`config.mk`:
```
export PLATFORM = sky130hd
export DESIGN_NAME = accumulator_unit
export DESIGN_NICKNAME = d
export VERILOG_FILES = /design/src/rtl/accumulator_unit_pkg.sv /design/src/rtl/accumulator_unit_ac_alu.sv /design/src/rtl/accumulator_unit.sv
export SDC_FILE = /design/constraint.sdc
export NUM_CORES = 1
export LEC_CHECK = 0
export ABC_AREA = 1
export CORE_MARGIN = 5
export CORE_UTILIZATION = 52
export CTS_BUF_LIST = sky130_fd_sc_hd__clkbuf_4 sky130_fd_sc_hd__clkbuf_8
export CTS_CLUSTER_DIAMETER = 150
export DETAILED_ROUTE_END_ITERATION = 7
export PLACE_DENSITY_LB_ADDON = 0.3
export SETUP_SLACK_MARGIN = 0.02
export SYNTH_ARGS = -nofsm -noshare
export SYNTH_HDL_FRONTEND = slang
export SYNTH_HIERARCHICAL = 1
export SYNTH_SLANG_ARGS = --single-unit
```
`constraint.sdc`:
```
create_clock -name clk -period 2.18 [get_ports clk]
set_input_delay 0.327 -clock clk [delete_from_list [all_inputs] [get_ports clk]]
set_output_delay 0.327 -clock clk [all_outputs]
set_load 0.01 [all_outputs]
```
`src/rtl/accumulator_unit_pkg.sv`:
```
// ---------------------------------------------------------------------------
// accumulator_unit_pkg
//   Shared definitions for the basic-computer accumulator datapath.
//   - Default widths for AC/DR (AC_W_DEFAULT) and INPR (IN_W_DEFAULT).
//   - One-hot ALU select encoding (SEL_AND .. SEL_INPT). The bit order
//     matches the order in which accumulator_unit packs its select strobes.
//   - alu_eval(): computes the next {E, AC} for one select. It works on
//     AC_MAX-wide vectors, and the real widths come in as constant
//     arguments, so one function serves any AC_W/IN_W up to AC_MAX.
// ---------------------------------------------------------------------------
package accumulator_unit_pkg;

    localparam int unsigned AC_W_DEFAULT = 16;
    localparam int unsigned IN_W_DEFAULT = 8;

    // Widest accumulator alu_eval can handle. The real width must be
    // strictly smaller than this.
    localparam int unsigned AC_MAX = 64;

    localparam int unsigned SEL_W = 7;
    typedef logic [SEL_W-1:0] sel_t;

    localparam sel_t SEL_NONE = 7'b000_0000;
    localparam sel_t SEL_AND  = 7'b000_0001;
    localparam sel_t SEL_ADD  = 7'b000_0010;
    localparam sel_t SEL_DR   = 7'b000_0100;
    localparam sel_t SEL_SHL  = 7'b000_1000;
    localparam sel_t SEL_SHR  = 7'b001_0000;
    localparam sel_t SEL_COM  = 7'b010_0000;
    localparam sel_t SEL_INPT = 7'b100_0000;

    typedef struct packed {
        logic [AC_MAX-1:0] ac;       // next AC. Bits at and above ac_w are zero.
        logic              e;        // next E (only meaningful when e_valid)
        logic              e_valid;  // this select produces an E result
    } alu_res_t;

    // Number of asserted select strobes. Legal loads have exactly one.
    function automatic int unsigned sel_count(input sel_t sel);
        int unsigned n;
        n = 0;
        for (int i = 0; i < int'(SEL_W); i++) begin
            if (sel[i]) n = n + 1;
        end
        return n;
    endfunction

    // Next {E, AC} for a single one-hot select. Any other select value
    // (including SEL_NONE) returns AC unchanged and no E result.
    // Operands must already be zero-extended to AC_MAX bits.
    function automatic alu_res_t alu_eval(
        input logic [AC_MAX-1:0] ac,
        input logic              e,
        input logic [AC_MAX-1:0] dr,
        input logic [AC_MAX-1:0] inpr,
        input sel_t              sel,
        input int unsigned       ac_w,
        input int unsigned       in_w
    );
        alu_res_t          res;
        logic [AC_MAX-1:0] mask;
        logic [AC_MAX-1:0] in_mask;
        logic [AC_MAX-1:0] e_ext;
        logic [AC_MAX-1:0] top_shift;
        logic [AC_MAX:0]   sum;
        logic [AC_MAX:0]   carry_shift;

        mask      = {AC_MAX{1'b1}} >> (AC_MAX - ac_w);
        in_mask   = {AC_MAX{1'b1}} >> (AC_MAX - in_w);
        e_ext     = {{(AC_MAX-1){1'b0}}, e};
        // Bit 0 of top_shift is AC[ac_w-1]. Shifting avoids a variable bit
        // index.
        top_shift = (ac & mask) >> (ac_w - 1);
        // The sum is one bit wider than AC, so the carry is bit ac_w.
        sum         = {1'b0, ac & mask} + {1'b0, dr & mask};
        carry_shift = sum >> ac_w;

        res.ac      = ac & mask;
        res.e       = e;
        res.e_valid = 1'b0;

        case (sel)
            SEL_AND: res.ac = ac & dr & mask;
            SEL_ADD: begin
                res.ac      = sum[AC_MAX-1:0] & mask;
                res.e       = carry_shift[0];
                res.e_valid = 1'b1;
            end
            SEL_DR:  res.ac = dr & mask;
            SEL_SHL: begin
                // Rotate left through E: E goes into bit 0, the old MSB goes into E.
                res.ac      = ((ac << 1) | e_ext) & mask;
                res.e       = top_shift[0];
                res.e_valid = 1'b1;
            end
            SEL_SHR: begin
                // Rotate right through E: E goes into the MSB, the old bit 0 goes into E.
                res.ac      = ((ac & mask) >> 1) | (e_ext << (ac_w - 1));
                res.e       = ac[0];
                res.e_valid = 1'b1;
            end
            SEL_COM:  res.ac = ~ac & mask;
            SEL_INPT: res.ac = (ac & mask & ~in_mask) | (inpr & in_mask);
            default:  res.ac = ac & mask;
        endcase
        return res;
    endfunction

endpackage

```
`src/rtl/accumulator_unit_ac_alu.sv`:
```
// ---------------------------------------------------------------------------
// ac_alu
//   Combinational function unit of the accumulator. It evaluates the selected
//   ALU operation on the current AC/E and does not decide whether the
//   result is used. The caller drives sel = SEL_NONE when no load is
//   executed.
//
// Ports
//   ac      in  AC_W  current accumulator
//   e       in  1     current E flip-flop
//   dr      in  AC_W  data register operand
//   inpr    in  IN_W  input register operand
//   sel     in  7     one-hot select (SEL_* in accumulator_unit_pkg)
//   ac_next out AC_W  AC result
//   e_next  out 1     E result
//   e_valid out 1     select produces an E result (add/shl/shr)
// ---------------------------------------------------------------------------
module ac_alu
    import accumulator_unit_pkg::*;
#(
    parameter int unsigned AC_W = AC_W_DEFAULT,
    parameter int unsigned IN_W = IN_W_DEFAULT
) (
    input  logic [AC_W-1:0] ac,
    input  logic            e,
    input  logic [AC_W-1:0] dr,
    input  logic [IN_W-1:0] inpr,
    input  sel_t            sel,
    output logic [AC_W-1:0] ac_next,
    output logic            e_next,
    output logic            e_valid
);

    alu_res_t res;
    logic     unused_hi;

    always_comb begin
        res = alu_eval(AC_MAX'(ac), e, AC_MAX'(dr), AC_MAX'(inpr), sel, AC_W, IN_W);
    end

    assign ac_next = res.ac[AC_W-1:0];
    assign e_next  = res.e;
    assign e_valid = res.e_valid;

    // alu_eval zeroes everything above AC_W. Those bits are intentionally dropped.
    assign unused_hi = ^res.ac[AC_MAX-1:AC_W];

endmodule

```
`src/rtl/accumulator_unit.sv`:
```
// ---------------------------------------------------------------------------
// accumulator_unit
//   AC register and E flip-flop of the basic computer. The unit executes the
//   strobes from the AC control decoder. It also flags illegal strobe
//   combinations in a sticky err bit.
//
//   AC priority: clr > inr > ld (with exactly one select) > hold.
//   E  priority: executed add/shl/shr result > cle > cme > hold.
//   An illegal combination still follows these priorities. A load with zero
//   selects or with two or more selects is suppressed.
//
// Ports
//   clk, rst_n           rising-edge clock, async active-low reset
//   ld                   load AC from the selected function
//   and_op add_op dr_op  ALU selects (AND, ADD into E, DR)
//   shl shr com inpt     ALU selects (rotate L/R through E, complement, INPR)
//   inr clr              increment / clear AC
//   cle cme              clear / complement E
//   err_clr              clear the sticky err flag (a new error wins)
//   dr [AC_W], inpr [IN_W]  operands
//   ac, e                registered accumulator and E
//   ac_neg ac_zero e_zero   skip-instruction status, decoded from registers
//   err                  sticky illegal-strobe flag
// ---------------------------------------------------------------------------
module accumulator_unit
    import accumulator_unit_pkg::*;
#(
    parameter int unsigned AC_W = AC_W_DEFAULT,
    parameter int unsigned IN_W = IN_W_DEFAULT
) (
    input  logic            clk,
    input  logic            rst_n,
    input  logic            ld,
    input  logic            and_op,
    input  logic            add_op,
    input  logic            dr_op,
    input  logic            shl,
    input  logic            shr,
    input  logic            com,
    input  logic            inpt,
    input  logic            inr,
    input  logic            clr,
    input  logic            cle,
    input  logic            cme,
    input  logic            err_clr,
    input  logic [AC_W-1:0] dr,
    input  logic [IN_W-1:0] inpr,
    output logic [AC_W-1:0] ac,
    output logic            e,
    output logic            ac_neg,
    output logic            ac_zero,
    output logic            e_zero,
    output logic            err
);

    logic [AC_W-1:0] ac_q;
    logic            e_q;
    logic            err_q;

    sel_t            sel;
    sel_t            alu_sel;
    logic            sel_one;
    logic            ld_exec;
    logic            alu_e_exec;
    logic            err_event;

    logic [AC_W-1:0] alu_ac;
    logic            alu_e;
    logic            alu_e_valid;

    logic [AC_W-1:0] ac_d;
    logic            e_d;
    logic            err_d;

    // Packed so that each strobe lands on its SEL_* bit.
    assign sel     = {inpt, com, shr, shl, dr_op, add_op, and_op};
    assign sel_one = (sel_count(sel) == 1);

    // A load executes only when it is well formed and no higher-priority AC
    // strobe is present. Otherwise the ALU sees no select, so it cannot leak an
    // E result.
    assign ld_exec = ld & sel_one & ~clr & ~inr;
    assign alu_sel = ld_exec ? sel : SEL_NONE;

    ac_alu #(
        .AC_W (AC_W),
        .IN_W (IN_W)
    ) u_ac_alu (
        .ac      (ac_q),
        .e       (e_q),
        .dr      (dr),
        .inpr    (inpr),
        .sel     (alu_sel),
        .ac_next (alu_ac),
        .e_next  (alu_e),
        .e_valid (alu_e_valid)
    );

    assign alu_e_exec = ld_exec & alu_e_valid;

    assign err_event = (ld & ~sel_one)
                     | (ld & (clr | inr))
                     | (clr & inr)
                     | (alu_e_exec & (cle | cme))
                     | (cle & cme);

    always_comb begin
        ac_d = ac_q;
        if (clr) begin
            ac_d = '0;
        end else if (inr) begin
            ac_d = ac_q + AC_W'(1);
        end else if (ld_exec) begin
            ac_d = alu_ac;
        end
    end

    always_comb begin
        e_d = e_q;
        if (alu_e_exec) begin
            e_d = alu_e;
        end else if (cle) begin
            e_d = 1'b0;
        end else if (cme) begin
            e_d = ~e_q;
        end
    end

    // A new error in the same cycle overrides err_clr.
    always_comb begin
        err_d = err_q;
        if (err_event) begin
            err_d = 1'b1;
        end else if (err_clr) begin
            err_d = 1'b0;
        end
    end

    always_ff @(posedge clk or negedge rst_n) begin
        if (!rst_n) begin
            ac_q  <= '0;
            e_q   <= 1'b0;
            err_q <= 1'b0;
        end else begin
            ac_q  <= ac_d;
            e_q   <= e_d;
            err_q <= err_d;
        end
    end

    assign ac      = ac_q;
    assign e       = e_q;
    assign err     = err_q;
    assign ac_neg  = ac_q[AC_W-1];
    assign ac_zero = (ac_q == '0);
    assign e_zero  = ~e_q;

endmodule

```
Yosys cells after proc, flatten, opt, wreduce, memory -nomap -nowiden
Cells that the tools add are included.
{"block": "totals", "regBits": 18, "latchBits": 0, "mem_bits_rw": 0, "rom_bits": 0, "input_bits": 39, "output_inout_bits": 21, "wordCells": 69, "n_memories": 0}
{"block": "classes", "add_sub_neg": 8, "n_mul": 0, "div": 0, "order_cmp": 0, "n_eq_ne": 9, "shifts": 0, "muxes": 18, "n_bitwise": 24, "n_reduce_logical": 7}
{"cell": "$add A32 B1 Y32 const B", "n": 6}
{"cell": "$mux W32", "n": 6}
{"cell": "$pmux W16 S7", "n": 1}
{"cell": "$mux W16", "n": 3}
{"cell": "$eq A32 B1 Y1 const B", "n": 1}
{"cell": "$add A16 B16 Y17", "n": 1}
{"cell": "$add A16 B1 Y16 const B", "n": 1}
{"cell": "$and A16 B16 Y16", "n": 1}
{"cell": "$logic_not A16 Y1", "n": 1}
{"cell": "$not A16 Y16", "n": 1}
{"cell": "$or A15 B16 Y16", "n": 1}
{"cell": "$or A16 B1 Y16", "n": 1}
{"cell": "$or A16 B8 Y16", "n": 1}
{"cell": "$and A1 B1 Y1", "n": 9}
{"cell": "$reduce_bool A9 Y1", "n": 1}
{"cell": "$eq A7 B1 Y1 const B", "n": 1}
{"cell": "$eq A7 B2 Y1 const B", "n": 1}
{"cell": "$eq A7 B3 Y1 const B", "n": 1}
{"cell": "$eq A7 B4 Y1 const B", "n": 1}
{"cell": "$eq A7 B5 Y1 const B", "n": 1}
{"cell": "$eq A7 B6 Y1 const B", "n": 1}
{"cell": "$eq A7 B7 Y1 const B", "n": 1}
{"cell": "$mux W7", "n": 1}
{"cell": "$mux W1", "n": 6}
{"cell": "other kinds (7)", "n": 17}

Depth between registers and ports, before layout
Gate-level depths: netlist of the first run.
{"block": "depth", "depth_word": 25, "ltp_mapped": 41}

Cells and area by module
Netlist of the first run, hierarchy kept.
{"mod": "ac_alu", "instances": 1, "cells_per_inst": 477, "area_each_um2": 2328.5}
{"mod": "accumulator_unit", "instances": 1, "cells_per_inst": 293, "area_each_um2": 1909.3}

Worst setup path before layout of the first run
Ideal clock, no wire load.
{"block": "synth_timing", "kind": "input port to flip-flop", "start": "input and_op", "end": "register ac_q[12] (netlist: ac[12])", "setup_time_ns": 0.117, "arrival_time_ns": 4.959, "slack_ns": -2.896, "stages": 38, "path_cell_list": "inv_1 > ha_1 > inv_1 > nand2_4 > nand2_2 > inv_1 > ha_1 > nand2_1 > nand2_1 > ha_1 > or2_1 > nand2_1 > inv_1 > ha_1 > inv_1 > o21ai_0 > ha_1 > or2_2 > (+2 left out) > buf_4 > nor2_1 > nor2_4 > nand2_4 > inv_2 > nand2_1 > nand2_2 > nor2_4 > nand2_8 > buf_8 > nor2_2 > a21oi_2 > inv_1 > nor2_1 > a31oi_1 > inv_1 > nand2_2 > nand2_1"}
{"block": "synth_between", "elab_chain_len": 23, "word_cells_on_any_way": 32, "cone_classes": "add/sub: 6; eq/ne: 8; mux: 12; bitwise: 3; reduce/logical: 3"}
{"item": "start: declaration", "line": "accumulator_unit.sv:34", "source": "input logic and_op,"}
{"item": "$mux W1 *", "line": "accumulator_unit_pkg.sv:43", "source": "if (sel[i]) n = n + 1;"}
{"item": "$add A32 B1 Y32", "line": "accumulator_unit_pkg.sv:43"}
{"item": "$mux W32 *", "line": "accumulator_unit_pkg.sv:43"}
{"item": "$add A32 B1 Y32", "line": "accumulator_unit_pkg.sv:43"}
{"item": "$mux W32 *", "line": "accumulator_unit_pkg.sv:43"}
{"item": "$add A32 B1 Y32", "line": "accumulator_unit_pkg.sv:43"}
{"item": "$mux W32 *", "line": "accumulator_unit_pkg.sv:43"}
{"item": "$add A32 B1 Y32", "line": "accumulator_unit_pkg.sv:43"}
{"item": "(+9 left out)"}
{"item": "$mux W7 *", "line": "accumulator_unit.sv:83", "source": "assign alu_sel = ld_exec ? sel : SEL_NONE;"}
{"item": "via alu_sel[1]", "line": "accumulator_unit.sv:61", "source": "sel_t alu_sel;"}
{"item": "$eq A7 B7 Y1 (tied with other cells)", "line": "accumulator_unit_pkg.sv:82", "source": "case (sel)"}
{"item": "$pmux W16 S7 *", "line": "accumulator_unit_pkg.sv:82"}
{"item": "via alu_ac[12]", "line": "accumulator_unit.sv:67", "source": "logic [AC_W-1:0] alu_ac;"}
{"item": "$mux W16 *", "line": "accumulator_unit.sv:113", "source": "end else if (ld_exec) begin"}
{"item": "$mux W16 *", "line": "accumulator_unit.sv:111", "source": "end else if (inr) begin"}
{"item": "$mux W16 *", "line": "accumulator_unit.sv:109", "source": "if (clr) begin"}
{"item": "end signal: assignment", "line": "accumulator_unit.sv:141", "source": "ac_q <= '0;"}
{"item": "end signal: assignment", "line": "accumulator_unit.sv:145", "source": "ac_q <= ac_d;"}
{"item": "end: declaration", "line": "accumulator_unit.sv:56", "source": "logic [AC_W-1:0] ac_q;"}
Mark *: on every way through the listed nets, which the timed path passes. The rest lies on a longest branch. The select of a mux whose other input is x is not followed.
A chain may end at the register's enable or synchronous reset.

Worst setup path after layout of the first run
{"block": "layout_timing", "start": "input add_op", "end": "register ac_q[15] (netlist: ac[15])"}
{"block": "layout_between", "elab_chain_len": 21, "word_cells_on_any_way": 30, "cone_classes": "add/sub: 5; eq/ne: 8; mux: 11; bitwise: 3; reduce/logical: 3"}
{"item": "start: declaration", "line": "accumulator_unit.sv:35", "source": "input logic add_op,"}
{"item": "$mux W32 *", "line": "accumulator_unit_pkg.sv:43"}
{"item": "$add A32 B1 Y32", "line": "accumulator_unit_pkg.sv:43"}
{"item": "$mux W32 *", "line": "accumulator_unit_pkg.sv:43"}
{"item": "$add A32 B1 Y32", "line": "accumulator_unit_pkg.sv:43"}
{"item": "$mux W32 *", "line": "accumulator_unit_pkg.sv:43"}
{"item": "$add A32 B1 Y32", "line": "accumulator_unit_pkg.sv:43"}
{"item": "$mux W32 *", "line": "accumulator_unit_pkg.sv:43"}
{"item": "$add A32 B1 Y32", "line": "accumulator_unit_pkg.sv:43"}
{"item": "(+7 left out)"}
{"item": "$mux W7 *", "line": "accumulator_unit.sv:83"}
{"item": "via alu_sel[4]", "line": "accumulator_unit.sv:61"}
{"item": "$eq A7 B7 Y1 (tied with other cells)", "line": "accumulator_unit_pkg.sv:82"}
{"item": "$pmux W16 S7 *", "line": "accumulator_unit_pkg.sv:82"}
{"item": "via alu_ac[15]", "line": "accumulator_unit.sv:67"}
{"item": "$mux W16 *", "line": "accumulator_unit.sv:113"}
{"item": "$mux W16 *", "line": "accumulator_unit.sv:111"}
{"item": "$mux W16 *", "line": "accumulator_unit.sv:109"}
Marks and branches as above.

==> out/qor.yml, run 1 <==
power_uw: 2630
synthDistinctLibCells: 51
yosys_most_used_dff: "dfrtp_1"
fillers: 484
core_area_sq_um: 8090
synthArstFlopShare: 1.00
max_stage_delay_ns: 0.32
initial_utilization: 0.524
yosysSeqAreaShare: 0.106
violations: "design-rule violations, negative setup slack"
rows: 33
gp_congestion: 1.08
wl_um: 23000
nets: 1055
finalMaxSlewViolations: 0
syn_inst: 770
hold_viol: 0
critPathArrivalTime_ns: 5.43
io_pins: 60
clock_latency_ns: 0.28
p_comb_frac: 0.726
critPathCaptureType: "flop"
fin_area_sq_um: 6850
grt_pass1_wl_um: 30300
clkTransAtPathRegs_ns: 0.08
drc: 12
cts_max_level: 1
fin_cells: 1095
power.share.switching: 0.479
ys_ff_latch: 18
place_hpwl_um: 12900
crit_path_start_kind: "primary input"
synthToLayoutAreaGrowth_pct: 61.6
postCtsHoldBufs: 0
min_period_over_period: 2.42
power_density_nw_per_um2: 384
n_antenna_cell: 0
relSlewSlack: 0.681
multiInputGateArea_sq_um: 3700
fin_ws_ns: -3.09
period_minus_slack_ns: 5.27
drtAntennaViolNets: 0
cts.sinks: 18
grt_pass1_vias: 6188
grt_max_degree: 28
drt-initial-drc-count: 1039
rsz0062_at_grt: "true"
placedCellCount: 1053
yosysWarnings: 6
routed_via_density: 6.28
cpLargestDelayFamily: "simple AND/OR/NAND/NOR gates"
avgRoutedWirePerCell_um: 21.0
critPathRequiredTime_ns: 2.34
cts-buffers-inserted: 3
grt_usage: 0.374
worstMarginPinSlew_ns: 0.473
critical_path_class: "in -> reg"
drive_above_1_share: 0.349
max_freq_mhz: 190
dieArea_sq_um: 10100
dpl_worst_slack_ns: -3.51
p_leak_uw: 0.00349
vias: 6877
p_int_uw: 1370
setup_viol: 18
gr-total-overflow: 0
run_status: "finished, violations left"
clk_path_buf_depth: 2
die-height_um: 100
switchingPower_uw: 1260
power_frac_seq: 0.157
grt_antenna_before_repair: 0
cts_tree: "yes"
die_w_um: 100
cp_num_buf_inv: 10
p_clk_frac: 0.118
clockRootBuffer: "clkbuf_8"
cpMaxStageDelayCell: "ha_4"
regArea_sq_um: 450
drv_cap: 0
dr.pass1.iters: 8
synth_nets: 834
synth-edff-count: 0
dpl_cell_area_sq_um: 5990
portBuffers: 59
peakVddDrop_v: 0.000406
min_path_type: "in -> async"
worstPathMaxFanout: 8
syn_area_per_cell_sq_um: 5.50
synth_area_sq_um: 4240
fin_worst_skew_ns: 0.00290
power groups by stage:
| stage | clock (uW) | sequential [uW] | combinational (uW) |
|---|---|---|---|
| 2_1_floorplan | 0 | 444 | 757 |
| 3_3_place_gp | 0 | 406 | 1390 |
| 3_5_place_dp | 0 | 407 | 1430 |
| 4_1_cts | 291 | 400 | 1600 |
| 5_1_grt | 313 | 410 | 2000 |
| 6_report | 309 | 412 | 1910 |
layer usage:
layer	global-route usage	up-vias	wire, um
li1	-	2886	-
met1	0.472	3009	7580
met2	0.615	725	9950
met3	0.0695	257	3250
met4	0.173	0	2200
met5	0	-	0
area by class of cell:
cell class / count / area share
clock buffer: 4 / 0.00804
inverter: 129 / 0.0771
multi-input combinational: 610 / 0.541
sequential: 18 / 0.0658
tap: 105 / 0.0192
timing repair buffer: 229 / 0.289
final timing paths:
path | to | cells after the start | slack [ns] | start
setup / recovery | ac[15] | 42 | -3.09 | add_op
hold / removal | ac[1] | 2 | 0.39 | rst_n
setup reg to reg | ac[14] | 15 | -0.64 | ac[0]
hold reg to reg | ac[1] | 3 | 0.69 | ac[1]
max in group asynchronous | ac[8] | 2 | 1.57 | rst_n
min in group clk | ac[1] | 3 | 0.69 | ac[1]
cell usage after synthesis, types with 2 or more instances:
cell type	n	area, sq um
nand3b_1	5	37.5
dfrtp_1	18	450
nor2_2	14	87.6
nand2_4	7	78.8
inv_2	9	33.8
nor2_4	5	56.3
nand2_2	25	156
clkbuf_1	3	11.3
buf_2	3	15.0
nor2_1	103	387
and2_1	3	18.8
a21oi_2	4	35.0
o22ai_1	5	31.3
o21ai_0	25	125
ha_1	24	300
a22o_1	2	17.5
nand4_1	11	68.8
o21ai_1	4	20.0
nand2_1	222	833
nor4_1	2	12.5
o211ai_1	4	30.0
a21oi_1	22	110
xor2_1	2	17.5
nand3_1	85	425
nor3_1	6	30.0
buf_4	4	30.0
a32o_1	2	20.0
nand3_2	5	50.1
inv_1	117	439
or2_2	7	43.8
xnor2_1	2	17.5
metrics by stage:
stage	hold WS [ns]	TNS, ns	utilization
after floorplan	0.0314	-43.44	-
after global placement	0.636	-55.42	0.741
after detailed placement	0.658	-60.73	0.741
after CTS	0.411	-44.08	0.808
after global routing	0.411	-53.76	0.846
final	0.389	-51.79	0.846
state kept, by name, indices dropped and copies added (netlist names):
register / count
e: 1
ac: 16
err: 1
placed cells by master (no fill, tap or decap), types with 18 or more instances in the layout:
master	netlist	final
nor2_4	5	21
nand2_1	222	209
a21oi_1	22	19
dfrtp_1	18	18
ha_1	24	19
nand2_2	25	22
buf_4	4	153
clkdlybuf4s50_1	0	54
o21ai_0	25	18
nor2_1	103	78
nand2_4	7	22
nor2_2	14	23
inv_1	117	102
nand3_1	85	75
logic make-up after synthesis:
group           after synthesis  synth area share
compound gates               75             0.108
xor+xnor                      4           0.00827
fa+ha+maj                    25            0.0756
flops                        18             0.106
buf+inv                     142             0.141
simple gates                506             0.562
what timing repair did:
action,4_1_cts,5_1_grt
buffers inserted,34,11
gates cloned,0,0
pin swaps,52,73
endpoints found under the setup margin,19,18
gates resized for setup,78,69
No activity file was read; power rests on OpenSTA's default activity.
==> run 2: changes to the inputs <==
--- a/config.mk
+++ b/config.mk
@@ -7,7 +7,7 @@
 export LEC_CHECK = 0
 export ABC_AREA = 1
 export CORE_MARGIN = 5
-export CORE_UTILIZATION = 52
+export CORE_UTILIZATION = 40
 export CTS_BUF_LIST = sky130_fd_sc_hd__clkbuf_4 sky130_fd_sc_hd__clkbuf_8
 export CTS_CLUSTER_DIAMETER = 150
 export DETAILED_ROUTE_END_ITERATION = 7
==> run 2 against run 1 <==
The flow finishes with violations (negative setup slack). Via count is 16% lower. Highest routed layer unchanged. Largest cell class unchanged. Hold slack better by 0.0017 ns. Clock-buffer cell count is the same. Maximum frequency is 11% higher. Global-route usage decreased by 13 points. Core utilization is 16 points lower. Clock skew up 0.0057 ns. Combinational power decreased by 9.9%.
==> out/qor.yml, run 2 (synthesis gave the netlist of run 1 again) <==
final_cell_mix: "nand2_1, buf_4, inv_1, nor2_1, nand3_1"
core_area_sq_um: 10300  # +28%
routed_via_density: 5.08  # -19%
die-height_um: 113  # +13%
vias: 5804  # -16%
die_w_um: 113  # +13%
crit_path_start_kind: "primary input"
power_density_nw_per_um2: 344  # -10%
n_antenna_cell: 0  # unchanged
max_freq_mhz: 210  # +11%
cts-buffers-inserted: 3  # unchanged
critical_path_class: "in -> reg"
period_minus_slack_ns: 4.76  # -0.508 ns
p_comb_frac: 0.710  # -0.016
initial_utilization: 0.410  # -0.113
gp_congestion: 0.967  # -11%
min_path_type: "in -> async"
fillers: 862  # +78%
critPathArrivalTime_ns: 4.93  # -0.50 ns
p_int_uw: 1350  # -1.1%
clock_latency_ns: 0.27  # about the same
min_period_over_period: 2.18  # -0.233
cpMaxStageDelayCell: "ha_4"
p_clk_frac: 0.122  # +0.004
switchingPower_uw: 1070  # -15%
rows: 37  # +12%
finalMaxSlewViolations: 0  # unchanged
fin_ws_ns: -2.58  # +0.508 ns
power.share.switching: 0.442  # -0.0372
worst_path_most_repeated_cell: "nand2_4"
p_leak_uw: 0.00359  # +2.7%
drtAntennaViolNets: 0  # unchanged
critPathCaptureType: "flop"
violations: "negative setup slack"
synthToLayoutAreaGrowth_pct: 66.5
max_stage_delay_ns: 0.31  # about the same
cp_num_buf_inv: 11  # +1
dr.pass1.iters: 5  # -3
dpl_worst_slack_ns: -3.30  # +0.201 ns
avgRoutedWirePerCell_um: 14.5  # -31%
cts_max_level: 1  # unchanged
grt_pass1_wl_um: 25700  # -15%
drive_above_1_share: 0.353  # +0.00339
grt_usage: 0.243  # -0.131
io_pins: 60  # unchanged
largest_register_ffs: 16  # unchanged
grt_pass1_vias: 5343  # -14%
grt_antenna_before_repair: 0  # unchanged
grt_max_degree: 28  # unchanged
power_uw: 2430  # -7.7%
peakVddDrop_v: 0.000265  # -35%
drc: 0  # -12
setup_viol: 18  # unchanged
power_frac_seq: 0.168  # +0.011
cts_tree: "yes"
wl_um: 16600  # -28%
cts.sinks: 18  # unchanged
hold_viol: 0  # unchanged
nets: 1071  # +1.5%
relSlewSlack: 0.750  # +0.0684
worstPathMaxFanout: 8  # unchanged
clkTransAtPathRegs_ns: 0.08  # about the same
postCtsHoldBufs: 0  # unchanged
layout_commonest_cell: "nand2_1"
drv_cap: 0  # unchanged
portBuffers: 59  # unchanged
rsz0062_at_grt: "true"
drt-initial-drc-count: 474  # -54%
cpLargestDelayFamily: "simple AND/OR/NAND/NOR gates"
worstMarginPinSlew_ns: 0.372  # -0.101 ns
r2r_slack_ns: -0.22  # +0.42 ns
fin_worst_skew_ns: 0.00859  # +0.00569 ns
place_hpwl_um: 11900  # -8.0%
clockRootBuffer: "clkbuf_8"
critPathRequiredTime_ns: 2.35  # about the same
run_status: "finished, violations left"
clk_path_buf_depth: 2  # unchanged
gr-total-overflow: 0  # unchanged
dieArea_sq_um: 12800  # +27%
==> run 2: cell count changes in the layout (fill, tap and decap cells not counted), moves of 4 or more <==
cell / change
buf_12: +4
nor2_2: -6
inv_2: -4
nor2_1: +4
buf_6: +6
inv_1: +4
nand2_1: -4
nand2_2: +8
o21ai_1: +6
==> run 2: cell type report <==
type / count / area, sq um / share of cell area
timing repair buffer: 243 / 2180 / 0.310
timing repair inverter: 1 / 8.76 / 0.00124
tap: 136 / 170 / 0.0241
sequential: 18 / 450 / 0.0638
multi-input combinational: 611 / 3660 / 0.518
clock buffer: 4 / 55.1 / 0.00780
inverter: 129 / 533 / 0.0755
==> run 2: worst paths after layout <==
path | endpoint | startpoint | cells past startpoint
setup / recovery | ac[0] | add_op | 36
hold / removal | ac[5] | rst_n | 2
setup reg to reg | ac[8] | ac[0] | 17
hold reg to reg | ac[1] | ac[1] | 3
max in group asynchronous | e | rst_n | 2
min in group clk | ac[1] | ac[1] | 3
==> run 2: routing by layer <==
metal | global-route usage | up-vias | share of wire
met5 | 0 | - | 0
met4 | 0.102 | 0 | 0.054
met3 | 0.0342 | 68 | 0.069
met2 | 0.431 | 245 | 0.49
met1 | 0.292 | 2577 | 0.39
li1 | - | 2914 | -
==> run 2: power by group through the flow <==
stage,Sequential [uW],Clock [uW],Combinational (uW)
final,407,296,1720
after global routing,407,312,1880
after CTS,406,292,1550
after detailed placement,412,0,1400
after global placement,412,0,1390
after floorplan,444,0,757
==> run 2: what timing repair did <==
item,in CTS,in global routing
gates resized for setup,68,75
gates cloned,2,1
pin swaps,44,71
hold endpoints to repair,0,0
endpoints found under the setup margin,19,19
buffers inserted,40,16
==> run 2: per-stage QoR <==
stage	hold slack, ns	setup TNS (ns)	util	instance area (sq um)	instances
floorplan	0.0314	-43.44	-	4360	770
global placement	0.667	-54.96	0.585	6040	1082
detailed placement	0.673	-57.39	0.585	6040	1082
CTS	0.399	-43.32	0.644	6650	1127
global route	0.430	-48.98	0.684	7060	1142
finish	0.391	-44.60	0.684	7060	1142
